## src/rtl/des_pkg.sv

```systemverilog
// des_pkg: shared constants for the DES S-box pipeline -- the eight FIPS 46-3
// S-box tables, the P permutation and the legal LANES/DEPTH limits.
// The P permutation is only used when the top is built with DES_SBOX_PERM_EN.
package des_pkg;

   localparam int LANES_MIN = 1;
   localparam int LANES_MAX = 4;
   localparam int DEPTH_MIN = 1;
   localparam int DEPTH_MAX = 4;

   // Each S-box is 64 nibbles in row-major order (index row*16+col); entry 0
   // (row 0, column 0) sits in the most significant nibble.
   localparam logic [255:0] SBOX_TBL [8] = '{
      256'hE4D12FB83A6C5907_0F74E2D1A6CB9538_41E8D62BFC973A50_FC8249175B3EA06D,
      256'hF18E6B34972DC05A_3D47F28EC01A69B5_0E7BA4D158C6932F_D8A13F42B67C05E9,
      256'hA09E63F51DC7B428_D709346A285ECBF1_D6498F30B12C5AE7_1AD069874FE3B52C,
      256'h7DE3069A1285BC4F_D8B56F03472C1AE9_A690CB7DF13E5284_3F06A1D8945BC72E,
      256'h2C417AB6853FD0E9_EB2C47D150FA3986_421BAD78F9C5630E_B8C71E2D6F09A453,
      256'hC1AF92680D34E75B_AF427C9561DE0B38_9EF528C3704A1DB6_432C95FABE17608D,
      256'h4B2EF08D3C975A61_D0B7491AE35C2F86_14BDC37EAF680592_6BD814A7950FE23C,
      256'hD2846FB1A93E50C7_1FD8A374C56B0E92_7B419CE206ADF358_21E74A8DFC90356B
   };

   // P table in FIPS numbering: output bit i (1 = MSB) takes input bit P_TBL[i-1].
   localparam int P_TBL [32] = '{
      16,  7, 20, 21, 29, 12, 28, 17,
       1, 15, 23, 26,  5, 18, 31, 10,
       2,  8, 24, 14, 32, 27,  3,  9,
      19, 13, 30,  6, 22, 11,  4, 25
   };

   function automatic logic [31:0] des_perm(input logic [31:0] x);
      logic [31:0] y;
      logic [4:0]  src;
      y = '0;
      for (int i = 0; i < 32; i++) begin
         src = 5'(32 - P_TBL[i]);
         y[5'(31 - i)] = x[src];
      end
      return y;
   endfunction

endpackage

```

## src/rtl/des_sbox_pipe_if.sv

```systemverilog
// des_sbox_pipe_if: valid/ready stream bundle around des_sbox_pipe.
// master = beat source and sink (bench / surrounding logic), slave = the pipeline.
interface des_sbox_pipe_if #(
   parameter int LANES = 1
);
   logic                  in_valid;
   logic                  in_ready;
   logic [48*LANES-1:0]   in_data;
   logic                  out_valid;
   logic                  out_ready;
   logic [32*LANES-1:0]   out_data;
   logic                  busy;

   modport master (
      output in_valid, in_data, out_ready,
      input  in_ready, out_valid, out_data, busy
   );

   modport slave (
      input  in_valid, in_data, out_ready,
      output in_ready, out_valid, out_data, busy
   );
endinterface

```

## src/rtl/des_sbox_lut.sv

```systemverilog
// des_sbox_lut: one DES 6-to-4 substitution; BOX selects S1..S8.
// Row is {b5,b0}, column is b[4:1].
module des_sbox_lut
   import des_pkg::*;
#(
   parameter int BOX = 1
) (
   input  logic [5:0] i_grp,
   output logic [3:0] o_val
);

   if (BOX < 1 || BOX > 8) begin : g_bad_box
      $error("des_sbox_lut: BOX=%0d outside 1..8", BOX);
   end

   localparam int             TBL_IDX = (BOX >= 1 && BOX <= 8) ? BOX - 1 : 0;
   localparam logic [255:0]   TBL     = SBOX_TBL[TBL_IDX];

   logic [5:0] w_idx;
   logic [7:0] w_msb;

   // Entry idx lives at bit 255-4*idx, which is {~idx, 2'b11} for a 6-bit idx.
   assign w_idx = {i_grp[5], i_grp[0], i_grp[4:1]};
   assign w_msb = {~w_idx, 2'b11};
   assign o_val = TBL[w_msb -: 4];

endmodule

```

## src/rtl/des_sbox_pipe.sv

```systemverilog
// des_sbox_pipe: LANES parallel DES S-box substitutions (48 -> 32 bits per lane)
// followed by a DEPTH-stage valid/ready pipeline with per-stage valid bits.
// Optional macro DES_SBOX_PERM_EN routes each lane through the DES P permutation
// ahead of stage 1; latency and handshake are the same in both builds.
module des_sbox_pipe
   import des_pkg::*;
#(
   parameter int LANES = 1,
   parameter int DEPTH = 2
) (
   input  logic             clk,
   input  logic             rst_n,
   des_sbox_pipe_if.slave   bus
);

   localparam int OUT_W = 32 * LANES;

   if (LANES < LANES_MIN || LANES > LANES_MAX) begin : g_bad_lanes
      $error("des_sbox_pipe: LANES=%0d outside %0d..%0d", LANES, LANES_MIN, LANES_MAX);
   end
   if (DEPTH < DEPTH_MIN || DEPTH > DEPTH_MAX) begin : g_bad_depth
      $error("des_sbox_pipe: DEPTH=%0d outside %0d..%0d", DEPTH, DEPTH_MIN, DEPTH_MAX);
   end

   logic [OUT_W-1:0] w_raw;
   logic [OUT_W-1:0] w_sub;
   logic [DEPTH-1:0] w_rdy;
   logic [DEPTH-1:0] w_vin;
   logic [OUT_W-1:0] w_din  [DEPTH];
   logic [DEPTH-1:0] r_vld;
   logic [OUT_W-1:0] r_data [DEPTH];

   // Substitution is purely combinational and feeds stage 1 directly.
   for (genvar k = 0; k < LANES; k++) begin : g_lane
      for (genvar b = 0; b < 8; b++) begin : g_box
         des_sbox_lut #(.BOX(b + 1)) u_lut (
            .i_grp (bus.in_data[48*k + 47 - 6*b -: 6]),
            .o_val (w_raw[32*k + 31 - 4*b -: 4])
         );
      end
`ifdef DES_SBOX_PERM_EN
      assign w_sub[32*k +: 32] = des_perm(w_raw[32*k +: 32]);
`else
      assign w_sub[32*k +: 32] = w_raw[32*k +: 32];
`endif
   end

   // Stage 1 loads from the substitution, later stages from their predecessor.
   for (genvar gs = 0; gs < DEPTH; gs++) begin : g_feed
      if (gs == 0) begin : g_head
         assign w_vin[gs] = bus.in_valid;
         assign w_din[gs] = w_sub;
      end else begin : g_body
         assign w_vin[gs] = r_vld[gs-1];
         assign w_din[gs] = r_data[gs-1];
      end
   end

   // A stage can load when it or any later stage has a hole, or the sink drains.
   always_comb begin : p_ready
      logic w_full;
      w_full = 1'b1;
      w_rdy  = '0;
      for (int s = DEPTH - 1; s >= 0; s--) begin
         w_full   = w_full & r_vld[s];
         w_rdy[s] = bus.out_ready | ~w_full;
      end
   end

   // Pipeline stages: valid follows every load, data only updates on a real beat.
   always_ff @(posedge clk or negedge rst_n) begin
      if (!rst_n) begin
         for (int s = 0; s < DEPTH; s++) begin
            r_vld[s]  <= 1'b0;
            r_data[s] <= '0;
         end
      end else begin
         for (int s = 0; s < DEPTH; s++) begin
            if (w_rdy[s]) begin
               r_vld[s] <= w_vin[s];
               if (w_vin[s]) begin
                  r_data[s] <= w_din[s];
               end
            end
         end
      end
   end

   assign bus.in_ready  = w_rdy[0];
   assign bus.out_valid = r_vld[DEPTH-1];
   assign bus.out_data  = r_data[DEPTH-1];
   assign bus.busy      = |r_vld;

endmodule

```

## src/flat_wrapper.sv

```systemverilog
// flat-port wrapper written by rule: the top's interface ports become plain ports
module des_sbox_pipe_flat import des_pkg::*;
#(
   parameter int LANES = 1,
   parameter int DEPTH = 2
)
  (clk, rst_n, bus_in_valid, bus_in_data, bus_out_ready, bus_in_ready, bus_out_valid, bus_out_data, bus_busy);
  des_sbox_pipe_if #(.LANES(LANES)) bus_i ();
  input  logic clk;
  input  logic rst_n;
  input wire logic [$bits(bus_i.in_valid)-1:0] bus_in_valid;
  input wire logic [$bits(bus_i.in_data)-1:0] bus_in_data;
  input wire logic [$bits(bus_i.out_ready)-1:0] bus_out_ready;
  output wire logic [$bits(bus_i.in_ready)-1:0] bus_in_ready;
  output wire logic [$bits(bus_i.out_valid)-1:0] bus_out_valid;
  output wire logic [$bits(bus_i.out_data)-1:0] bus_out_data;
  output wire logic [$bits(bus_i.busy)-1:0] bus_busy;
  assign bus_i.in_valid = bus_in_valid;
  assign bus_i.in_data = bus_in_data;
  assign bus_i.out_ready = bus_out_ready;
  assign bus_in_ready = bus_i.in_ready;
  assign bus_out_valid = bus_i.out_valid;
  assign bus_out_data = bus_i.out_data;
  assign bus_busy = bus_i.busy;
  des_sbox_pipe #(.LANES(LANES), .DEPTH(DEPTH)) u_core (.clk(clk), .rst_n(rst_n), .bus(bus_i));
endmodule
```

## config.mk

```make
export PLATFORM = sky130hd
export DESIGN_NAME = des_sbox_pipe_flat
export DESIGN_NICKNAME = d
export VERILOG_FILES = /design/src/rtl/des_pkg.sv /design/src/rtl/des_sbox_pipe_if.sv /design/src/rtl/des_sbox_lut.sv /design/src/rtl/des_sbox_pipe.sv /design/src/flat_wrapper.sv
export SDC_FILE = /design/constraint.sdc
export NUM_CORES = 1
export LEC_CHECK = 0
export BUFFER_PORTS_ARGS = -buffer_cell sky130_fd_sc_hd__buf_2
export CAP_MARGIN = 15
export CORE_MARGIN = 1.5
export CORE_UTILIZATION = 65
export CTS_CLUSTER_SIZE = 10
export DETAILED_ROUTE_END_ITERATION = 10
export GPL_ROUTABILITY_DRIVEN = 0
export MAX_ROUTING_LAYER = met4
export PLACE_DENSITY = 0.87
export SLEW_MARGIN = 10
export SYNTH_ARGS = -nofsm -noshare
export SYNTH_HDL_FRONTEND = slang
export SYNTH_HIERARCHICAL = 1
export SYNTH_SLANG_ARGS = --single-unit
```

## constraint.sdc

```tcl
create_clock -name clk -period 2.7 [get_ports clk]
set_input_delay 0.27 -clock clk [delete_from_list [all_inputs] [get_ports clk]]
set_output_delay 0.27 -clock clk [all_outputs]
set_load 0.02 [all_outputs]
```

---- Yosys cells after proc, flatten, opt, wreduce, memory -nomap -nowiden ----
Cells that the tools add are included.
storage, ports and cells
  logic and storage cells ................. 28
  register bits after elaboration ......... 66
  output and inout bits ................... 35
cells by class
  shift operators ......................... 8
  bitwise gates (word level) .............. 13
  reductions and logical operators ........ 3
operator list
  operator                  count
  $shiftx 259x9->4 const A  8
  $not 6->6                 8
  $reduce_and 2->1          2
  $not 1->1                 2
  $or 1x1->1                2
  $reduce_or 2->1           1
  $and 1x1->1               1

---- Longest topological paths before layout ----
Gate-level depths: netlist of the first run.
  depth in word-level cells ............... 4
  gate-level depth with buffers ........... 9
  gate-level depth less buffers ........... 7

---- Cells and area by module ----
The synthesis of the first run kept the hierarchy.
modules (own cells, without submodules)
  module                                          sequential area each (um^2)  cells each  area each (um^2)  instances
  des_sbox_pipe                                   1651.6                       175         2997.9            1
  des_sbox_lut (u_core.g_lane[0].g_box[5].u_lut)  0.0                          107         750.7             1
  des_sbox_lut (u_core.g_lane[0].g_box[0].u_lut)  0.0                          94          703.2             1
  des_sbox_lut (u_core.g_lane[0].g_box[4].u_lut)  0.0                          84          693.2             1
  des_sbox_lut (u_core.g_lane[0].g_box[7].u_lut)  0.0                          94          668.1             1
  des_sbox_lut (u_core.g_lane[0].g_box[2].u_lut)  0.0                          81          616.8             1
  des_sbox_lut (u_core.g_lane[0].g_box[6].u_lut)  0.0                          83          609.3             1
  des_sbox_lut (u_core.g_lane[0].g_box[1].u_lut)  0.0                          84          589.3             1
  des_sbox_lut (u_core.g_lane[0].g_box[3].u_lut)  0.0                          73          580.6             1

---- Worst setup path before layout of the first run ----
No wires, ideal clock.
  path kind ............................... input to register
  from .................................... input bus_in_data[2]
  to ...................................... register u_core/r_data[32] (netlist name)
  setup slack ............................. 0.378 ns
  stages .................................. 8
  arrival time ............................ 2.197 ns
  setup time .............................. 0.125 ns
  path through ............................ buf_2 inv_1 ha_1 buf_2 mux2_4 mux4_2 a211o_1 mux2_4
RTL lines
  element                          line                 text
  from (decl)                      flat_wrapper.sv:12   input wire logic [$bits(bus_i.in_data)-1:0] bus_in_data;
  to (signal, indexed assignment)  des_sbox_pipe.sv:82  r_data[s] <= w_din[s];
  to (decl)                        des_sbox_pipe.sv:31  logic [OUT_W-1:0] r_data [DEPTH];

==> metrics.md, run 1 <==
| Metric | Value |
|---|---|
| Status | `finished with violations` |
| Failing checks | `hold timing` |
| Worst reg2reg setup slack | `slightly above 1 ns` |
| Max clock buf depth | `2` |
| Max-cap violations | `0` |
| Worst r2r src | `u_core/r_vld[1]$_DFFE_PN0P_` |
| Synth Flop Type | `dfrtp_1` |
| Worst r2r dst | `u_core/bus.out_data[0]$_DFFE_PN0P_` |
| Port Buffers | `86` |
| Via count | `~6.6k` |
| Unrepaired setup endpoints after global routing | `false` |
| Post-route ant nets | `0` |
| Hold slack | `-0.00474 ns` |
| EDFF count, synth | `0` |
| Initial Util | `67.5%` |
| WP buf/inv | `2` |
| CP max FO | `12` |
| Worst-path clk slew | `~0.060 ns` |
| Area Growth Syn to Fin | `2.70%` |
| CTS resizes | `0` |
| CP Capture Type | `flop` |
| I/O pin total | `87` |
| Final setup fails | `0` |
| Initial antenna violation count | `1` |
| Pwr Total | `roughly 4.4 mW` |
| Sequential cell area | `approximately 0.0017 mm^2` |
| Peak Freq | `around 460 MHz` |
| Synth unique cells | `94` |
| Max stage delay on crit path | `between 0.4 and 0.5 ns` |
| Drt total wl | `about 17 mm` |
| Syn nets | `slightly below 1k` |
| Final core occ | `approximately 70%` |
| Critical-path top delay cell | `ha_1` |
| Fin Setup TNS | `0 ns` |
| Syn. warnings | `6` |
| Post-CTS Setup Repair Bufs | `0` |
| Crit path from | `bus_in_data[7]` |
| DP Wirelength | `approximately 12 mm` |
| Final nets | `984` |
| Setup CP Type | `in2reg` |
| Detailed-router iteration count before antenna repair | `5` |
| VDD IR max | `around 0.00035 V` |
| DRC Markers | `0` |
| Startpoint types | `input pin` |
| Crit path capture | `u_core/r_data[36]$_DFFE_PN0P_` |
| Final hold viol count | `13` |
| Slew at the pin with the worst max-slew slack | `a little over 0.7 ns` |
| Tot GR Track Use | `between 20% and 30%` |
| TritonCTS clock tree | `yes` |
| Vias in the first global route | `~5.7k` |
| DIE HEIGHT | `115 um` |
| Row count | `40` |
| Fill cells | `slightly below 1k` |
| Core footprint | `between 0.01 and 0.015 mm^2` |
| Crit-path most repeated cell | `mux2_4` |
| Vias/cell | `around 6.3` |
| Final period utilization | `between 80% and 90%` |
| #FFs+latches synth | `66` |
| Worst setup margin | `about 0.52 ns` |
| CP cell instances | `buf_2 > inv_1 > ha_1 > nor2_1 > a21o_1 > mux4_2 > mux2_4 > mux2_4` |
| Die area | `roughly 0.013 mm^2` |
| Worst path required time | `2.92 ns` |
| Post-synth ARST share | `between 90% and 100%` |
| Family with the most delay on the worst path | `multiplexers` |
| Largest net degree at the start of global routing | `36` |
| H-tree level count | `3` |
| GR Overflow Total | `0` |
| CTS Buf Count | `9` |
| Die outline width | `approximately 120 um` |
| Leakage power | `approximately 3.9 nW` |
| Hold Crit Class | `in2async` |
| Root Buffer | `clkbuf_16` |
| Post-place setup slack | `approximately 0.21 ns` |
| Avg Synthesized Cell Area | `between 9 and 10 um^2` |
| Seq/Total Area, Yosys | `20.1%` |
| Drt initial violations | `560` |
| Routed len/inst | `around 16 um` |
| Mapped Cells | `875` |
| Cts-stage hold buffer count | `0` |
| R2R cell count | `4` |
| Layout cell share with drive strength beyond 1 | `a little over a quarter` |
| Clk Latency, worst-skew pair | `between 0.3 and 0.4 ns` |
| TritonCTS Sinks | `66` |
| Cell Pwr Density | `around 530 mW/mm^2` |
| Min Tclk post-route | `roughly 2.2 ns` |
| Post-synthesis cell area | `slightly above 0.008 mm^2` |
| Slew headroom | `approximately 52%` |
| First-pass GRT wire length | `28.0 mm` |
| CP Depth | `8` |
| Worst Skew | `0.00502 ns` |
| Multi-input logic area | `0.00560 mm^2` |
| Arrival @ worst endpoint | `2.40 ns` |
| Max-slew violations | `0` |
-- Yosys cell counts, types with 4 or more instances --
cell / count / area [um^2]
dfrtp_1: 66 / 1650
ha_1: 63 / 788
mux2_4: 63 / 946
nor2_1: 50 / 188
nand2_1: 47 / 176
a21oi_1: 42 / 210
inv_1: 40 / 150
buf_4: 38 / 285
buf_2: 37 / 185
o21ai_0: 32 / 160
mux2i_1: 30 / 300
nand2b_1: 23 / 144
o211ai_1: 20 / 150
nor3_1: 19 / 95.1
a211oi_1: 17 / 128
mux4_2: 16 / 360
nor2b_1: 14 / 87.6
buf_6: 13 / 146
clkbuf_1: 13 / 48.8
xnor2_1: 12 / 105
mux2_2: 10 / 113
a31oi_1: 9 / 56.3
nand3b_1: 9 / 67.6
a211o_1: 8 / 70.1
o2111ai_1: 8 / 70.1
a221o_1: 7 / 70.1
nand3_1: 7 / 35.0
or2_2: 7 / 43.8
a311oi_1: 6 / 52.6
o22ai_1: 6 / 37.5
xor2_1: 6 / 52.6
a2111oi_0: 5 / 43.8
a21o_1: 5 / 37.5
buf_12: 5 / 100
nand4_1: 5 / 31.3
o211a_1: 5 / 50.1
o21ai_1: 5 / 25.0
o31ai_1: 5 / 37.5
a21boi_0: 4 / 30.0
and2_1: 4 / 25.0
and3_1: 4 / 25.0
nor3b_1: 4 / 30.0
o21a_1: 4 / 30.0
o221ai_1: 4 / 35.0
-- state kept, by name (all words and copies together) (netlist names) --
| name | cells |
|---|---|
| u_core/bus.out_data | 32 |
| u_core/r_vld | 2 |
| u_core/r_data | 32 |
-- cell usage in the layout, fill, tap and decap left out, types with 6 or more instances in the layout --
cell type and n:
a211oi_1 17, mux4_2 16, a311oi_1 6, xnor2_1 12, xor2_1 6, mux2_4 63
nand3b_1 9, nor2_1 50, mux2_2 10, nor2b_1 14, or2_2 7, a31oi_1 9
o21ai_0 32, mux2i_1 30, a211o_1 8, nand2_1 47, clkbuf_16 9, a221o_1 7
a21oi_1 42, ha_1 63, o211ai_1 20, inv_1 40, buf_2 86, nor3_1 19
dfrtp_1 66, nand3_1 7, o22ai_1 6, nand2b_1 23, o2111ai_1 8
-- metrics by stage --
stage	std cells	area, um^2
finish	1043	8430
CTS	1042	8430
detailed placement	1026	8130
global route	1043	8430
global placement	1026	8130
floorplan	875	8210
-- final cells by class --
type,count,share of cell area (%)
Sequential cell,66,19.6
Multi-Input combinational cell,655,66.4
Tap cell,168,2.49
Clock buffer,11,2.88
Inverter,44,1.96
Clock inverter,5,0.638
Timing Repair Buffer,93,6.03
Antenna cell,1,0.0297
-- per-layer routing --
metal	vias to the layer above	wire length [um]	GRT usage, %
li1	3175	-	-
met1	3173	7860	36.0
met2	224	8170	41.9
met3	28	754	2.64
met4	0	266	7.41
met5	-	0	-
-- cell families (layout without fill, tap and decap cells) --
family	count (synthesis)	count (layout)	share of synthesized area, %
AO/OA/AOI/OAI	230	230	20.6
adder cells (fa/ha/maj)	63	63	9.60
multiplexers	120	120	21.3
AND/OR/NAND/NOR	224	224	14.8
flip-flops	66	66	20.1
XOR/XNOR	18	18	1.92
other	0	1	0
buffers and inverters	154	153	11.7
-- power breakdown --
group          switching [mW]  internal (mW)
Sequential              0.180           1.28
Combinational           0.927          0.888
Clock                   0.436          0.737
-- how the worst min path moves through the flow --
stage / startpoint / end / cells past startpoint
CTS: rst_n / u_core/bus.out_data[1]$_DFFE_PN0P_ / 1
global placement: rst_n / u_core/bus.out_data[1]$_DFFE_PN0P_ / 1
finish: rst_n / u_core/bus.out_data[2]$_DFFE_PN0P_ / 1
detailed placement: rst_n / u_core/bus.out_data[1]$_DFFE_PN0P_ / 1
floorplan: rst_n / u_core/bus.out_data[0]$_DFFE_PN0P_ / 0
global route: rst_n / u_core/bus.out_data[1]$_DFFE_PN0P_ / 1
Note: power is estimated with default switching activity, not from simulation.
==> inputs of run 2 (changes only) <==
Settings changed: CORE_UTILIZATION 65 to 55, PLACE_DENSITY 0.87 to 0.78.
Clock period 2.7 ns to 1.8 ns, I/O delays scaled along.
==> metrics.md, run 2 (synthesis results as in run 1) <==
| Metric | Value |
|---|---|
| Status | `complete, no violations (was finished with violations)` |
| Unrepaired setup endpoints after global routing | `false (unchanged)` |
| Largest net degree at the start of global routing | `67 (was 36)` |
| Core footprint | `0.0145 mm^2 (was 0.0122 mm^2)` |
| Post-route ant nets | `0 (unchanged)` |
| DP Wirelength | `13.5 mm (was 12.0 mm)` |
| Die area | `0.0157 mm^2 (was 0.0133 mm^2)` |
| Most common library cell in the layout ignoring fill and taps | `buf_4 (was buf_2)` |
| Final hold viol count | `0 (was 13)` |
| Worst-path clk slew | `0.05 ns (was 0.06 ns)` |
| Arrival @ worst endpoint | `1.95 ns (was 2.40 ns)` |
| VDD IR max | `0.000380 V (was 0.000345 V)` |
| Hold Crit Class | `in2reg (was in2async)` |
| Max-slew violations | `0 (unchanged)` |
| Clk Latency, worst-skew pair | `0.33 ns (about the same)` |
| Worst Skew | `0.00823 ns (was 0.00502 ns)` |
| I/O pin total | `87 (unchanged)` |
| Routed len/inst | `15.5 um (was 16.4 um)` |
| Startpoint types | `input pin (unchanged)` |
| Root Buffer | `clkbuf_16 (unchanged)` |
| H-tree level count | `3 (unchanged)` |
| Pwr Total | `6.95 mW (was 4.44 mW)` |
| Vias/cell | `5.91 (was 6.33)` |
| TritonCTS clock tree | `yes (unchanged)` |
| Final nets | `1097 (was 984)` |
| Most frequent cells in the layout | `115 x buf_4, 86 x buf_2, 66 x dfrtp_1 (was 86 x buf_2, 66 x dfrtp_1, 63 x mux2_4, 63 x ha_1, 50 x nor2_1)` |
| Final core occ | `64.9% (was 69.3%)` |
| Setup CP Type | `in2reg (unchanged)` |
| CP Capture Type | `flop (unchanged)` |
| Initial Util | `56.5% (was 67.5%)` |
| DRC Markers | `0 (unchanged)` |
| Drt total wl | `18.1 mm (was 17.1 mm)` |
| First-pass GRT wire length | `30.4 mm (was 28.0 mm)` |
| Vias in the first global route | `6480 (was 5745)` |
| Die outline width | `125 um (was 115 um)` |
| Drt initial violations | `473 (was 560)` |
| Row count | `44 (was 40)` |
| Worst path required time | `2.01 ns (was 2.92 ns)` |
| Slew headroom | `64.8% (was 52.0%)` |
| Max clock buf depth | `2 (unchanged)` |
| Final setup fails | `0 (unchanged)` |
| Via count | `6909 (was 6600)` |
| Final period utilization | `between 90% and 100%` |
| GR Overflow Total | `0 (unchanged)` |
| Slew at the pin with the worst max-slew slack | `0.515 ns (was 0.719 ns)` |
| Tot GR Track Use | `23.3% (was 26.4%)` |
| Cell Pwr Density | `737 mW/mm^2 (was 527 mW/mm^2)` |
| Post-CTS Setup Repair Bufs | `0 (unchanged)` |
| Area Growth Syn to Fin | `14.9% (was 2.70%)` |
| Layout cell share with drive strength beyond 1 | `36.0% (was 26.1%)` |
| CTS Buf Count | `9 (unchanged)` |
| CP max FO | `7 (was 12)` |
| Ant diodes | `0 (was 1)` |
| Max-cap violations | `0 (unchanged)` |
| Port Buffers | `86 (unchanged)` |
| DIE HEIGHT | `125 um (was 115 um)` |
| Worst setup margin | `0.0592 ns (was 0.516 ns)` |
| TritonCTS Sinks | `66 (unchanged)` |
| Detailed-router iteration count before antenna repair | `6 (was 5)` |
| Peak Freq | `between 500 and 600 MHz` |
| Fill cells | `1229 (was 969)` |
| Min Tclk post-route | `around 1.7 ns` |
| Post-place setup slack | `-0.301 ns (was 0.210 ns)` |
| Initial antenna violation count | `0 (was 1)` |
| Leakage power | `4.41 nW (was 3.86 nW)` |
==> run 2: report_power, final <==
| part | switching (mW) | internal (mW) | total (mW) |
|---|---|---|---|
| Clock | 0.603 | 1.17 | 1.78 |
| Sequential | 0.289 | 1.92 | 2.20 |
| Combinational | 1.44 | 1.53 | 2.97 |
| Total | 2.33 | 4.62 | 6.95 |
==> run 2: layer usage <==
layer / wire [um] / part of all wire, % / up-vias / global-route usage (%)
li1: - / - / 3384 / -
met1: 8210 / 45 / 3342 / 29.4
met2: 9080 / 50 / 156 / 39.6
met3: 490 / 2.7 / 27 / 2.48
met4: 331 / 1.8 / 0 / 6.68
met5: 0 / 0 / - / -
==> run 2: worst paths after layout <==
check	cells after the start	slack, ns	end	startpoint
setup / recovery	8	0.06	u_core/r_data[36]$_DFFE_PN0P_	bus_in_data[7]
hold / removal	2	0.09	u_core/r_vld[0]$_DFFE_PN0P_	bus_in_valid
setup reg to reg	4	0.32	u_core/r_data[56]$_DFFE_PN0P_	u_core/r_vld[1]$_DFFE_PN0P_
hold reg to reg	1	0.50	u_core/bus.out_data[16]$_DFFE_PN0P_	u_core/bus.out_data[16]$_DFFE_PN0P_
max in group asynchronous	3	1.10	u_core/bus.out_data[18]$_DFFE_PN0P_	rst_n
min in group asynchronous	3	0.40	u_core/r_data[61]$_DFFE_PN0P_	rst_n
==> run 2: timing repair <==
item                                    in CTS  in global routing
endpoints found under the hold margin       66                  0
hold buffers                                 1                  0
endpoints found under the setup margin       0                  1
resized for setup                            0                  1
==> run 2: area by class of cell <==
class                   count  area [um^2]  share of cell area (%)
clock buffers              13          270                    2.86
flip-flops and latches     66         1650                    17.5
repair buffers            206         1380                    14.7
multi-input cells         655         5660                    60.0
clock inverters             2         35.0                   0.371
well taps                 184          230                    2.44
inverters                  44          205                    2.17
==> run 2: metrics by stage <==
| step | std cells | hold WS, ns | area [um^2] | setup TNS [ns] |
|---|---|---|---|---|
| 2_1_floorplan | 875 | -0.116 | 8450 | -0.451 |
| 3_3_place_gp | 1154 | 0.215 | 9120 | -1.62 |
| 3_5_place_dp | 1154 | 0.226 | 9120 | -2.27 |
| 4_1_cts | 1170 | 0.0735 | 9430 | 0 |
| 5_1_grt | 1170 | 0.0949 | 9440 | 0 |
| 6_report | 1170 | 0.0872 | 9440 | 0 |
==> run 2: critical path: stages <==
cell and delay, ns:
buf_2 0.09, inv_1 0.06, ha_2 0.38, nor2_1 0.07, a21o_1 0.17, mux4_2 0.46, mux2_4 0.27, mux2_4 0.27
==> inputs of run 3 (changes only) <==
Settings changed: CORE_UTILIZATION 55 to 56, CTS_BUF_LIST from default to sky130_fd_sc_hd__clkbuf_4, PLACE_DENSITY 0.78 to 0.8.
Clock period 1.8 ns to 1.6 ns, I/O delays scaled along.
==> metrics.md, run 3 (synthesis results as in run 1) <==
| Metric | Value |
|---|---|
| Port Buffers | `86 (unchanged)` |
| Final Cell Area | `0.00982 mm^2 (was 0.00944 mm^2)` |
| CP Capture Type | `flop (unchanged)` |
| Min Tclk post-route | `roughly 1.6 ns` |
| Post-CTS Setup Repair Bufs | `0 (unchanged)` |
| Max clock buf depth | `2 (unchanged)` |
| Layout cell share with drive strength beyond 1 | `40.4% (was 36.0%)` |
| Hold wc startpoint | `bus_out_ready (was bus_in_valid)` |
| TritonCTS Sinks | `66 (unchanged)` |
| VDD IR max | `0.000339 V (was 0.000380 V)` |
| I/O pin total | `87 (unchanged)` |
| Worst r2r src | `u_core/r_vld[0]$_DFFE_PN0P_ (was u_core/r_vld[1]$_DFFE_PN0P_)` |
| Peak Freq | `about 630 MHz` |
| Ant diodes | `0 (unchanged)` |
| Initial Util | `56.9% (was 56.5%)` |
| Initial antenna violation count | `0 (unchanged)` |
| Dpl cells | `1197 (was 1154)` |
| Row count | `44 (unchanged)` |
| DP Wirelength | `14.4 mm (was 13.5 mm)` |
| CTS Buf Count | `9 (unchanged)` |
| Max-cap violations | `0 (unchanged)` |
| Vias in the first global route | `6614 (was 6480)` |
| Worst reg2reg setup slack | `0.19 ns (was 0.32 ns)` |
| Clk Latency, worst-skew pair | `0.41 ns (was 0.33 ns)` |
| Most common library cell in the layout ignoring fill and taps | `buf_4 (unchanged)` |
| Vias/cell | `5.88 (was 5.91)` |
| Area Growth Syn to Fin | `19.6% (was 14.9%)` |
| Setup CP Type | `in2reg (unchanged)` |
| CP cell instances | `buf_2 > clkinvlp_4 > ha_4 > nor2_1 > a21o_1 > mux4_2 > mux2_4 > mux2_4 (was buf_2 > inv_1 > ha_2 > nor2_1 > a21o_1 > mux4_2 > mux2_4 > mux2_4)` |
| Critical-path top delay cell | `mux4_2 (unchanged)` |
| Max-slew violations | `0 (unchanged)` |
| Worst path required time | `1.90 ns (was 2.01 ns)` |
| Final period utilization | `a little over nine tenths` |
| Worst Skew | `0.0142 ns (was 0.00823 ns)` |
| Worst hold stages | `3 (was 2)` |
| Final hold viol count | `0 (unchanged)` |
| Drt initial violations | `624 (was 473)` |
| Final setup fails | `0 (unchanged)` |
| Startpoint types | `input pin (unchanged)` |
| DP Area | `0.00962 mm^2 (was 0.00912 mm^2)` |
| Final Instance Count excl. Fillers | `1215 (was 1170)` |
| Drt total wl | `19.0 mm (was 18.1 mm)` |
| Slew at the pin with the worst max-slew slack | `0.503 ns (was 0.515 ns)` |
| H-tree level count | `3 (unchanged)` |
| Worst-path clk slew | `0.12 ns (was 0.05 ns)` |
| R2R cell count | `4 (unchanged)` |
| Final nets | `1141 (was 1097)` |
| Most frequent cells in the layout | `155 x buf_4, 84 x buf_2, 65 x dfrtp_1 (was 115 x buf_4, 86 x buf_2, 66 x dfrtp_1)` |
| Die outline width | `124 um (was 125 um)` |
| Core footprint | `0.0144 mm^2 (was 0.0145 mm^2)` |
| Unrepaired setup endpoints after global routing | `false (unchanged)` |
| Via count | `7150 (was 6909)` |
| Root Buffer | `clkbuf_4 (was clkbuf_16)` |
| Worst hold path endpoint | `u_core/r_vld[1]$_DFFE_PN0P_ (was u_core/r_vld[0]$_DFFE_PN0P_)` |
| Hold Crit Class | `in2reg (unchanged)` |
| Detailed-router iteration count before antenna repair | `5 (was 6)` |
| DRC Markers | `0 (unchanged)` |
| GR Overflow Total | `0 (unchanged)` |
| Crit-path most repeated cell | `mux2_4 (unchanged)` |
| Worst r2r dst | `u_core/r_data[40]$_DFFE_PN0P_ (was u_core/r_data[56]$_DFFE_PN0P_)` |
| Cell Pwr Density | `739 mW/mm^2 (was 737 mW/mm^2)` |
| Post-route ant nets | `0 (unchanged)` |
| Leakage power | `4.56 nW (was 4.41 nW)` |
| Largest net degree at the start of global routing | `67 (unchanged)` |
| DIE HEIGHT | `124 um (was 125 um)` |
| CP max FO | `4 (was 7)` |
| Die area | `0.0154 mm^2 (was 0.0157 mm^2)` |
| Arrival @ worst endpoint | `1.88 ns (was 1.95 ns)` |
| First-pass GRT wire length | `31.0 mm (was 30.4 mm)` |
| TritonCTS clock tree | `yes (unchanged)` |
| Max stage delay on crit path | `0.46 ns (about the same)` |
| Routed len/inst | `15.6 um (was 15.5 um)` |
| Slew headroom | `65.6% (was 64.8%)` |
| Tot GR Track Use | `25.3% (was 23.3%)` |
| Status | `complete, no violations (unchanged)` |
run 3: cell count changes in the layout (fill, tap and decap cells not counted), sizes merged, moves of 2 or more:
cell,before,now
buf,205,248
clkbuf,13,9
inv,41,37
clkinv,2,4
clkinvlp,2,8
run 3: final cells by class:
| class | instances | area [um^2] |
|---|---|---|
| timing repair buffer | 250 | 1780 |
| clock inverter | 7 | 93.8 |
| inverter | 44 | 243 |
| clock buffer | 9 | 67.6 |
| fill | 1120 | 4600 |
| sequential | 66 | 1650 |
| multi-input combinational | 655 | 5760 |
| tap | 184 | 230 |
run 3: metrics by stage:
stage          setup TNS [ns]  power (mW)  worst slack (ns)  util, %  hold WS [ns]
2_1_floorplan           -1.95        5.31            -0.375        -        -0.136
5_1_grt                     0        7.71            0.0129     68.1         0.193
3_3_place_gp            -5.64        5.88            -0.378     66.7         0.205
4_1_cts                     0        7.29            0.0159     68.0         0.183
6_report                    0        7.26            0.0222     68.1         0.219
3_5_place_dp            -6.63        5.98            -0.405     66.7         0.201
run 3: worst max-delay path by stage:
stage                                 from                            end  slack [ns]  cells past startpoint
2_1_floorplan               bus_in_data[2]  u_core/r_data[32]$_DFFE_PN0P_       -0.37                      8
3_3_place_gp                bus_in_data[7]  u_core/r_data[36]$_DFFE_PN0P_       -0.38                      8
3_5_place_dp                bus_in_data[1]  u_core/r_data[32]$_DFFE_PN0P_       -0.41                      7
4_1_cts        u_core/r_vld[1]$_DFFE_PN0P_                       bus_busy        0.02                      2
5_1_grt                     bus_in_data[8]  u_core/r_data[36]$_DFFE_PN0P_        0.01                      9
6_report                    bus_in_data[8]  u_core/r_data[36]$_DFFE_PN0P_        0.02                      8
run 3: critical path: cells and delay by family:
kind | cells | cell delay (ns)
multiplexers | 3 | 0.98
AO/OA/AOI/OAI | 1 | 0.17
AND/OR/NAND/NOR | 1 | 0.06
buffers and inverters | 2 | 0.22
adder cells (fa/ha/maj) | 1 | 0.29
run 3: timing repair:
action,in CTS,in global routing
resized for setup,0,6
hold buffers,2,0
setup endpoints to repair,0,3
endpoints found under the hold margin,67,0
run 3: power breakdown:
part | leakage [nW] | switching [mW] | internal [mW]
Combinational | 3.71 | 1.68 | 1.83
Clock | 0.0819 | 0.656 | 0.630
Sequential | 0.765 | 0.314 | 2.15
Total | 4.56 | 2.65 | 4.61
run 3: routing by layer:
metal / vias up / GRT usage (%) / part of all wire (%)
met5: - / - / 0
met4: 0 / 7.32 / 1.9
met3: 30 / 2.52 / 4.0
met2: 193 / 41.6 / 49
met1: 3454 / 33.2 / 45
li1: 3473 / - / -
